## src/rtl/maze_sprite_mover.sv

```systemverilog
// Frame-paced square-sprite mover: one-pixel collision probes through a shared
// req/ack wall-lookup port, with playfield clamping, a gate and overrun flag.
module maze_sprite_mover #(
   parameter int         W         = 10,
   parameter int         SIZE      = 4,
   parameter int         STEP      = 1,
   parameter int         X_CENTER  = 340,
   parameter int         Y_CENTER  = 458,
   parameter int         X_MIN     = 0,
   parameter int         X_MAX     = 639,
   parameter int         Y_MIN     = 0,
   parameter int         Y_MAX     = 479,
   parameter int         GATE_Y    = 17,
   parameter int         GATE_X1   = 277,
   parameter int         GATE_X2   = 300,
   parameter int         CONT_MODE = 0,
   parameter logic [7:0] KEY_L     = 8'h04,
   parameter logic [7:0] KEY_R     = 8'h07,
   parameter logic [7:0] KEY_D     = 8'h16,
   parameter logic [7:0] KEY_U     = 8'h1A
) (
   input  logic         Clk,
   input  logic         Reset_n,
   input  logic         frame_tick,
   input  logic [7:0]   keycode,
   input  logic         gate_closed,
   output logic         wall_req,
   output logic [W-1:0] wall_x,
   output logic [W-1:0] wall_y,
   input  logic         wall_ack,
   input  logic         wall_hit,
   output logic [W-1:0] BallX,
   output logic [W-1:0] BallY,
   output logic [W-1:0] BallS,
   output logic         busy,
   output logic         blocked,
   output logic         frame_overrun,
   output logic [2:0]   o_dbg_state
);

   // Wall lookup handshake: wall_req rises on entry to PROBE with wall_x/wall_y
   // already stable; both hold until wall_ack=1 is sampled on a Clk edge, and
   // wall_req drops in the following cycle. wall_hit is only looked at with wall_ack.
   typedef enum logic [2:0] {S_IDLE, S_CHECK, S_PROBE, S_MOVE, S_DONE} state_t;
   typedef enum logic [2:0] {D_NONE, D_L, D_R, D_U, D_D} dir_t;

   localparam int            W1     = W + 1;
   localparam logic [W-1:0]  L_S1W  = W'(SIZE + 1);
   localparam logic [W1-1:0] L_S1   = W1'(SIZE + 1);
   localparam logic [W1-1:0] L_X_LO = W1'(X_MIN + SIZE + 1);
   localparam logic [W1-1:0] L_Y_LO = W1'(Y_MIN + SIZE + 1);
   localparam logic [W1-1:0] L_X_HI = W1'(X_MAX);
   localparam logic [W1-1:0] L_Y_HI = W1'(Y_MAX);
   localparam logic [W1-1:0] L_GY   = W1'(GATE_Y);
   localparam logic [W1-1:0] L_GX1  = W1'(GATE_X1);
   localparam logic [W1-1:0] L_GX2  = W1'(GATE_X2);
   localparam logic [3:0]    L_STEP = 4'(STEP);

   state_t        r_state;
   state_t        w_state_nxt;
   dir_t          r_dir;
   dir_t          w_tick_dir;
   logic [W-1:0]  r_x;
   logic [W-1:0]  r_y;
   logic [W-1:0]  r_px;
   logic [W-1:0]  r_py;
   logic [3:0]    r_n;
   logic [3:0]    w_n_inc;
   logic          r_blocked;
   logic          r_overrun;
   logic          w_edge_blk;
   logic [W-1:0]  w_probe_x;
   logic [W-1:0]  w_probe_y;
   logic [W1-1:0] w_x1;
   logic [W1-1:0] w_y1;
   logic [W1-1:0] w_hi_x;
   logic [W1-1:0] w_hi_y;
   logic [W1-1:0] w_lo_y;

   assign w_x1    = {1'b0, r_x};
   assign w_y1    = {1'b0, r_y};
   assign w_hi_x  = w_x1 + L_S1;
   assign w_hi_y  = w_y1 + L_S1;
   assign w_lo_y  = w_y1 - L_S1;
   assign w_n_inc = r_n + 4'd1;

   // Keys outside the direction set either stop the sprite or keep it coasting.
   always_comb begin
      w_tick_dir = (CONT_MODE != 0) ? r_dir : D_NONE;
      if (keycode == KEY_L)      w_tick_dir = D_L;
      else if (keycode == KEY_R) w_tick_dir = D_R;
      else if (keycode == KEY_U) w_tick_dir = D_U;
      else if (keycode == KEY_D) w_tick_dir = D_D;
   end

   // Leading-edge pixel one beyond the sprite, plus bound and gate tests done
   // one bit wider so the edges of the playfield never wrap.
   always_comb begin
      w_edge_blk = 1'b0;
      w_probe_x  = r_x;
      w_probe_y  = r_y;
      case (r_dir)
         D_L: begin
            w_edge_blk = (w_x1 < L_X_LO);
            w_probe_x  = r_x - L_S1W;
         end
         D_R: begin
            w_edge_blk = (w_hi_x > L_X_HI);
            w_probe_x  = w_hi_x[W-1:0];
         end
         D_U: begin
            w_edge_blk = (w_y1 < L_Y_LO) ||
                         (gate_closed && (w_lo_y <= L_GY) &&
                          (w_x1 >= L_GX1) && (w_x1 <= L_GX2));
            w_probe_y  = w_lo_y[W-1:0];
         end
         D_D: begin
            w_edge_blk = (w_hi_y > L_Y_HI);
            w_probe_y  = w_hi_y[W-1:0];
         end
         default: ;
      endcase
   end

   always_comb begin
      w_state_nxt = r_state;
      case (r_state)
         S_IDLE:  if (frame_tick && (w_tick_dir != D_NONE)) w_state_nxt = S_CHECK;
         S_CHECK: w_state_nxt = w_edge_blk ? S_DONE : S_PROBE;
         S_PROBE: if (wall_ack) w_state_nxt = wall_hit ? S_DONE : S_MOVE;
         S_MOVE:  w_state_nxt = (w_n_inc == L_STEP) ? S_DONE : S_CHECK;
         S_DONE:  w_state_nxt = S_IDLE;
         default: w_state_nxt = S_IDLE;
      endcase
   end

   always_ff @(posedge Clk or negedge Reset_n) begin
      if (!Reset_n) begin
         r_state   <= S_IDLE;
         r_x       <= W'(X_CENTER);
         r_y       <= W'(Y_CENTER);
         r_dir     <= D_NONE;
         r_n       <= '0;
         r_px      <= '0;
         r_py      <= '0;
         r_blocked <= 1'b0;
         r_overrun <= 1'b0;
      end else begin
         r_state <= w_state_nxt;
         if (frame_tick && (r_state != S_IDLE)) r_overrun <= 1'b1;
         case (r_state)
            S_IDLE: begin
               if (frame_tick) begin
                  r_dir <= w_tick_dir;
                  if (w_tick_dir != D_NONE) begin
                     r_n       <= '0;
                     r_blocked <= 1'b0;
                  end
               end
            end
            S_CHECK: begin
               r_px <= w_probe_x;
               r_py <= w_probe_y;
               if (w_edge_blk) r_blocked <= 1'b1;
            end
            S_PROBE: if (wall_ack && wall_hit) r_blocked <= 1'b1;
            S_MOVE: begin
               r_n <= w_n_inc;
               case (r_dir)
                  D_L:     r_x <= r_x - W'(1);
                  D_R:     r_x <= r_x + W'(1);
                  D_U:     r_y <= r_y - W'(1);
                  D_D:     r_y <= r_y + W'(1);
                  default: ;
               endcase
            end
            // A coasting sprite that runs into something stops until a new key.
            S_DONE: if ((CONT_MODE != 0) && r_blocked) r_dir <= D_NONE;
            default: ;
         endcase
      end
   end

   assign wall_req      = (r_state == S_PROBE);
   assign wall_x        = r_px;
   assign wall_y        = r_py;
   assign BallX         = r_x;
   assign BallY         = r_y;
   assign BallS         = W'(SIZE);
   assign busy          = (r_state != S_IDLE);
   assign blocked       = r_blocked;
   assign frame_overrun = r_overrun;
   assign o_dbg_state   = r_state;

endmodule

```

## config.mk

```make
export PLATFORM = sky130hd
export DESIGN_NAME = maze_sprite_mover
export DESIGN_NICKNAME = d
export VERILOG_FILES = /design/src/rtl/maze_sprite_mover.sv
export SDC_FILE = /design/constraint.sdc
export NUM_CORES = 1
export LEC_CHECK = 0
export ABC_AREA = 1
export ABC_CLOCK_PERIOD_IN_PS = 2700
export CORE_UTILIZATION = 45
export CTS_CLUSTER_DIAMETER = 60
export CTS_CLUSTER_SIZE = 14
export DETAILED_ROUTE_END_ITERATION = 8
export GPL_ROUTABILITY_DRIVEN = 0
export PLACE_DENSITY_LB_ADDON = 0.2
export SLEW_MARGIN = 25
export SYNTH_ARGS = -nofsm -noshare
export SYNTH_HDL_FRONTEND = slang
export SYNTH_SLANG_ARGS = --single-unit
```

## constraint.sdc

```tcl
create_clock -name Clk -period 2.7 [get_ports Clk]
set_clock_uncertainty 0.1 [all_clocks]
set_input_delay 0.54 -clock Clk [delete_from_list [all_inputs] [get_ports Clk]]
set_output_delay 0.54 -clock Clk [all_outputs]
set_load 0.005 [all_outputs]
```

==> metrics.yaml <==
syn_to_final_growth_pct: 17.6
grt_max_degree: 30
period_needed_ns: 2.45
yosys.area_share.adder_pct: 7.95
max_freq_ghz: 0.408
async_reset_ff_share_pct: 100
yosys.area_share.simple_pct: 32.5
place_ws_ns: 0.160
root_buffer: "clkbuf_8"
drt-wirelength-per-cell_um: 13.7
drv_slew: 0
ys_seq_elements: 52
power_leakage_uw: 0.00249
muxShareOfSynthArea_pct: 0.225
vias_per_cell: 5.32
clk_latency_ns: 0.31
h-tree-depth: 2
final_core_util_pct: 55.4
drc: 0
ys_seq_area_share_pct: 29.6
layout-drive-gt1-share_pct: 11.8
combPwrFrac_pct: 51.2
gr-total-overflow: 0
synthXorXnorAreaFrac_pct: 3.16
hold_path_class: "in2async"
worstPathArrival_ns: 2.59
tritoncts: "built"
place_inst: 817
status: "finished clean"
route.vias.total: 4383
cts-buffers-inserted: 5
setup_viol: 0
r2r_cells: 14
synth_top_family_by_area: "simple AND/OR/NAND/NOR gates"
cpMostUsedCell: "nand2_1"
die_x_um: 101
synth_cells: 635
max_stage_delay_ns: 0.45
dieHeight_um: 101
power_density_nw_per_um2: 663
ir_drop_v: 0.000373
crit_path_start_kind: "register"
drt_iter0_drc: 296
grt.total_usage_pct: 23.3
total_power_uw: 3460
core.rowCount: 35
crit_required_ns: 2.84
synth-edff-count: 0
finalHoldViolations: 0
fin_cells: 824
r2r-end: "BallX[8]"
antenna_found_initial: 0
final_nets: 736
rr_startpoint: "r_dir[0]"
synth_compound_area_share_pct: 15.2
rsz0062_at_grt: "no"
crit_fanout: 6
path_class: "reg2reg"
initial_core_util_pct: 47.1
layout_setup_ws_ns: 0.247
endpoint_kind: "register"
core_area_um2: 9420
ios: 71
period_share_pct: 90.9
clkTransAtPathRegs_ns: 0.11
yosysWarnings: 0
crit_chain: "inv_2, nand3_2, ha_1, a21oi_1, nand2_1, nand2_1, nand2_1, a21oi_1, nor2_1, o21ai_0, nand2_1, nand2_1, nand3_1, o21ai_0"
clockBufferDepth: 2
synth.distinct_cells: 50
avgSynthCellArea_um2: 6.99
portBuffers: 60
tightest_slew_ns: 0.704
wirelength_um: 11300
p_clk_share_pct: 13.7
syn_area_um2: 4440
slew_headroom_pct: 53.0
die-area_um2: 10300
drtAntennaViolNets: 0
crit_slowest_cell: "dfrtp_1"
crit_start: "r_dir[0]"
p_int_uw: 1990
rrSetupSlack_ns: 0.25
fin_tns_setup_ns: 0
pwr-share-seq_pct: 35.2
grt_pass1_vias: 4037
switchingPower_uw: 1470
cap_violations: 0
grt_pass1_wl_um: 19200
swShare_pct: 42.4
dp.final_hpwl_um: 8510
antenna_cells: 0
cts.sinks: 52
dr.pass1.iters: 5
yosys_most_used_dff: "dfrtp_1"
[kinds of logic (layout without fill, tap and decap cells)]
family	after synthesis	after routing
AOI/OAI and AO/OA	113	113
muxes	1	1
xor gates and xnor gates	16	16
and+or+nand+nor	313	313
DFF	52	52
buffers and inverters	111	163
adders and majority gates	27	27
other	2	10
[worst max-delay path, delay by kind of cell (launching register included)]
kind	cells	cell delay, ns
AND/OR/NAND/NOR	8	0.70
flip-flops	1	0.45
AO/OA/AOI/OAI	4	0.62
adder cells (fa/ha/maj)	1	0.40
buffers and inverters	1	0.12
[sequential cells by signal, summed over array words and instances (netlist names)]
name / flops
o_dbg_state: 3
wall_y: 10
wall_x: 10
r_n: 4
BallY: 10
blocked: 1
frame_overrun: 1
BallX: 10
r_dir: 3
[per-stage QoR]
stage | hold WS [ns] | instance area, µm²
floorplan | 0.144 | 4470
global placement | 0.367 | 5130
detailed placement | 0.369 | 5130
CTS | 0.189 | 5220
global route | 0.210 | 5220
finish | 0.166 | 5220
[cells in the mapped netlist (3+ instances only)]
library cell  instances  area [µm²]
a21oi_1              27         135
a221oi_1              3        26.3
buf_2                 8        40.0
buf_4                14         105
dfrtp_1              43        1080
dfstp_2               9         236
ha_1                 25         313
inv_1                63         236
inv_2                20        75.1
nand2_1             162         608
nand2_2               8        50.1
nand3_1              36         180
nand3_2               5        50.1
nand3b_1              4        30.0
nand4_1               8        50.1
nor2_1               66         248
nor2_2                4        25.0
nor2_4                5        56.3
nor3_1                3        15.0
nor3_2                4        40.0
nor4_1                3        18.8
o211ai_1              3        22.5
o21ai_0              27         135
o21ai_1              18        90.1
o21bai_1              3        22.5
o22ai_1              15        93.8
o32a_1                3        30.0
xor2_1               15         131
[cell type report]
type | instances | area [µm²]
Clock inverter | 2 | 16.3
Timing Repair Buffer | 70 | 671
Inverter | 86 | 325
Fill cell | 932 | 4200
Sequential cell | 52 | 1310
Multi-Input combinational cell | 480 | 2670
Tap cell | 129 | 161
Clock buffer | 5 | 68.8
[metal layers]
layer / GRT usage [%] / vias up / routed length, µm
li1: - / 2178 / -
met1: 33.7 / 2042 / 5620
met2: 36.8 / 142 / 4910
met3: 2.90 / 21 / 545
met4: 6.47 / 0 / 187
met5: 0 / - / 0
[worst max-delay path by stage]
stage	to	depth (start not counted)
detailed placement	BallX[8]	14
global route	BallY[8]	14
CTS	BallX[8]	14
finish	BallX[8]	14
global placement	BallY[8]	13
floorplan	BallY[8]	13
[power by group through the flow]
stage	clock (µW)	sequential, µW	combinational (µW)
after floorplan	0	1160	1130
after global placement	0	1230	1700
after detailed placement	0	1220	1740
after CTS	481	1210	1750
after global routing	513	1250	1980
final	474	1220	1770
[placed cells by master (no fill, tap or decap), drive strengths merged]
| cell | instances |
|---|---|
| dfstp | 9 |
| o21bai | 3 |
| a31oi | 2 |
| o211ai | 3 |
| o221ai | 2 |
| o2111ai | 2 |
| o22a | 2 |
| o22ai | 15 |
| mux2i | 1 |
| nor4 | 3 |
| buf | 11 |
| o21a | 1 |
| conb | 10 |
| o32a | 3 |
| clkdlybuf4s50 | 59 |
| nand3 | 41 |
| a21oi | 28 |
| clkinvlp | 1 |
| o21ai | 46 |
| ha | 25 |
| inv | 85 |
| nand2 | 170 |
| dfrtp | 43 |
| or2 | 1 |
| o311ai | 1 |
| nand3b | 4 |
| nor3 | 9 |
| a221oi | 3 |
| clkbuf | 5 |
| a211oi | 1 |
| xor2 | 15 |
| nor2 | 76 |
| nand4 | 9 |
| fa | 2 |
| clkinv | 2 |
| xnor2 | 1 |
| a21o | 1 |
[repair_timing]
action | in CTS | in global routing
hold buffers | 0 | 0
setup endpoints to repair | 0 | 2
resized for setup | 0 | 2
setup buffers | 0 | 0
No activity file was read; power rests on OpenSTA's default activity.
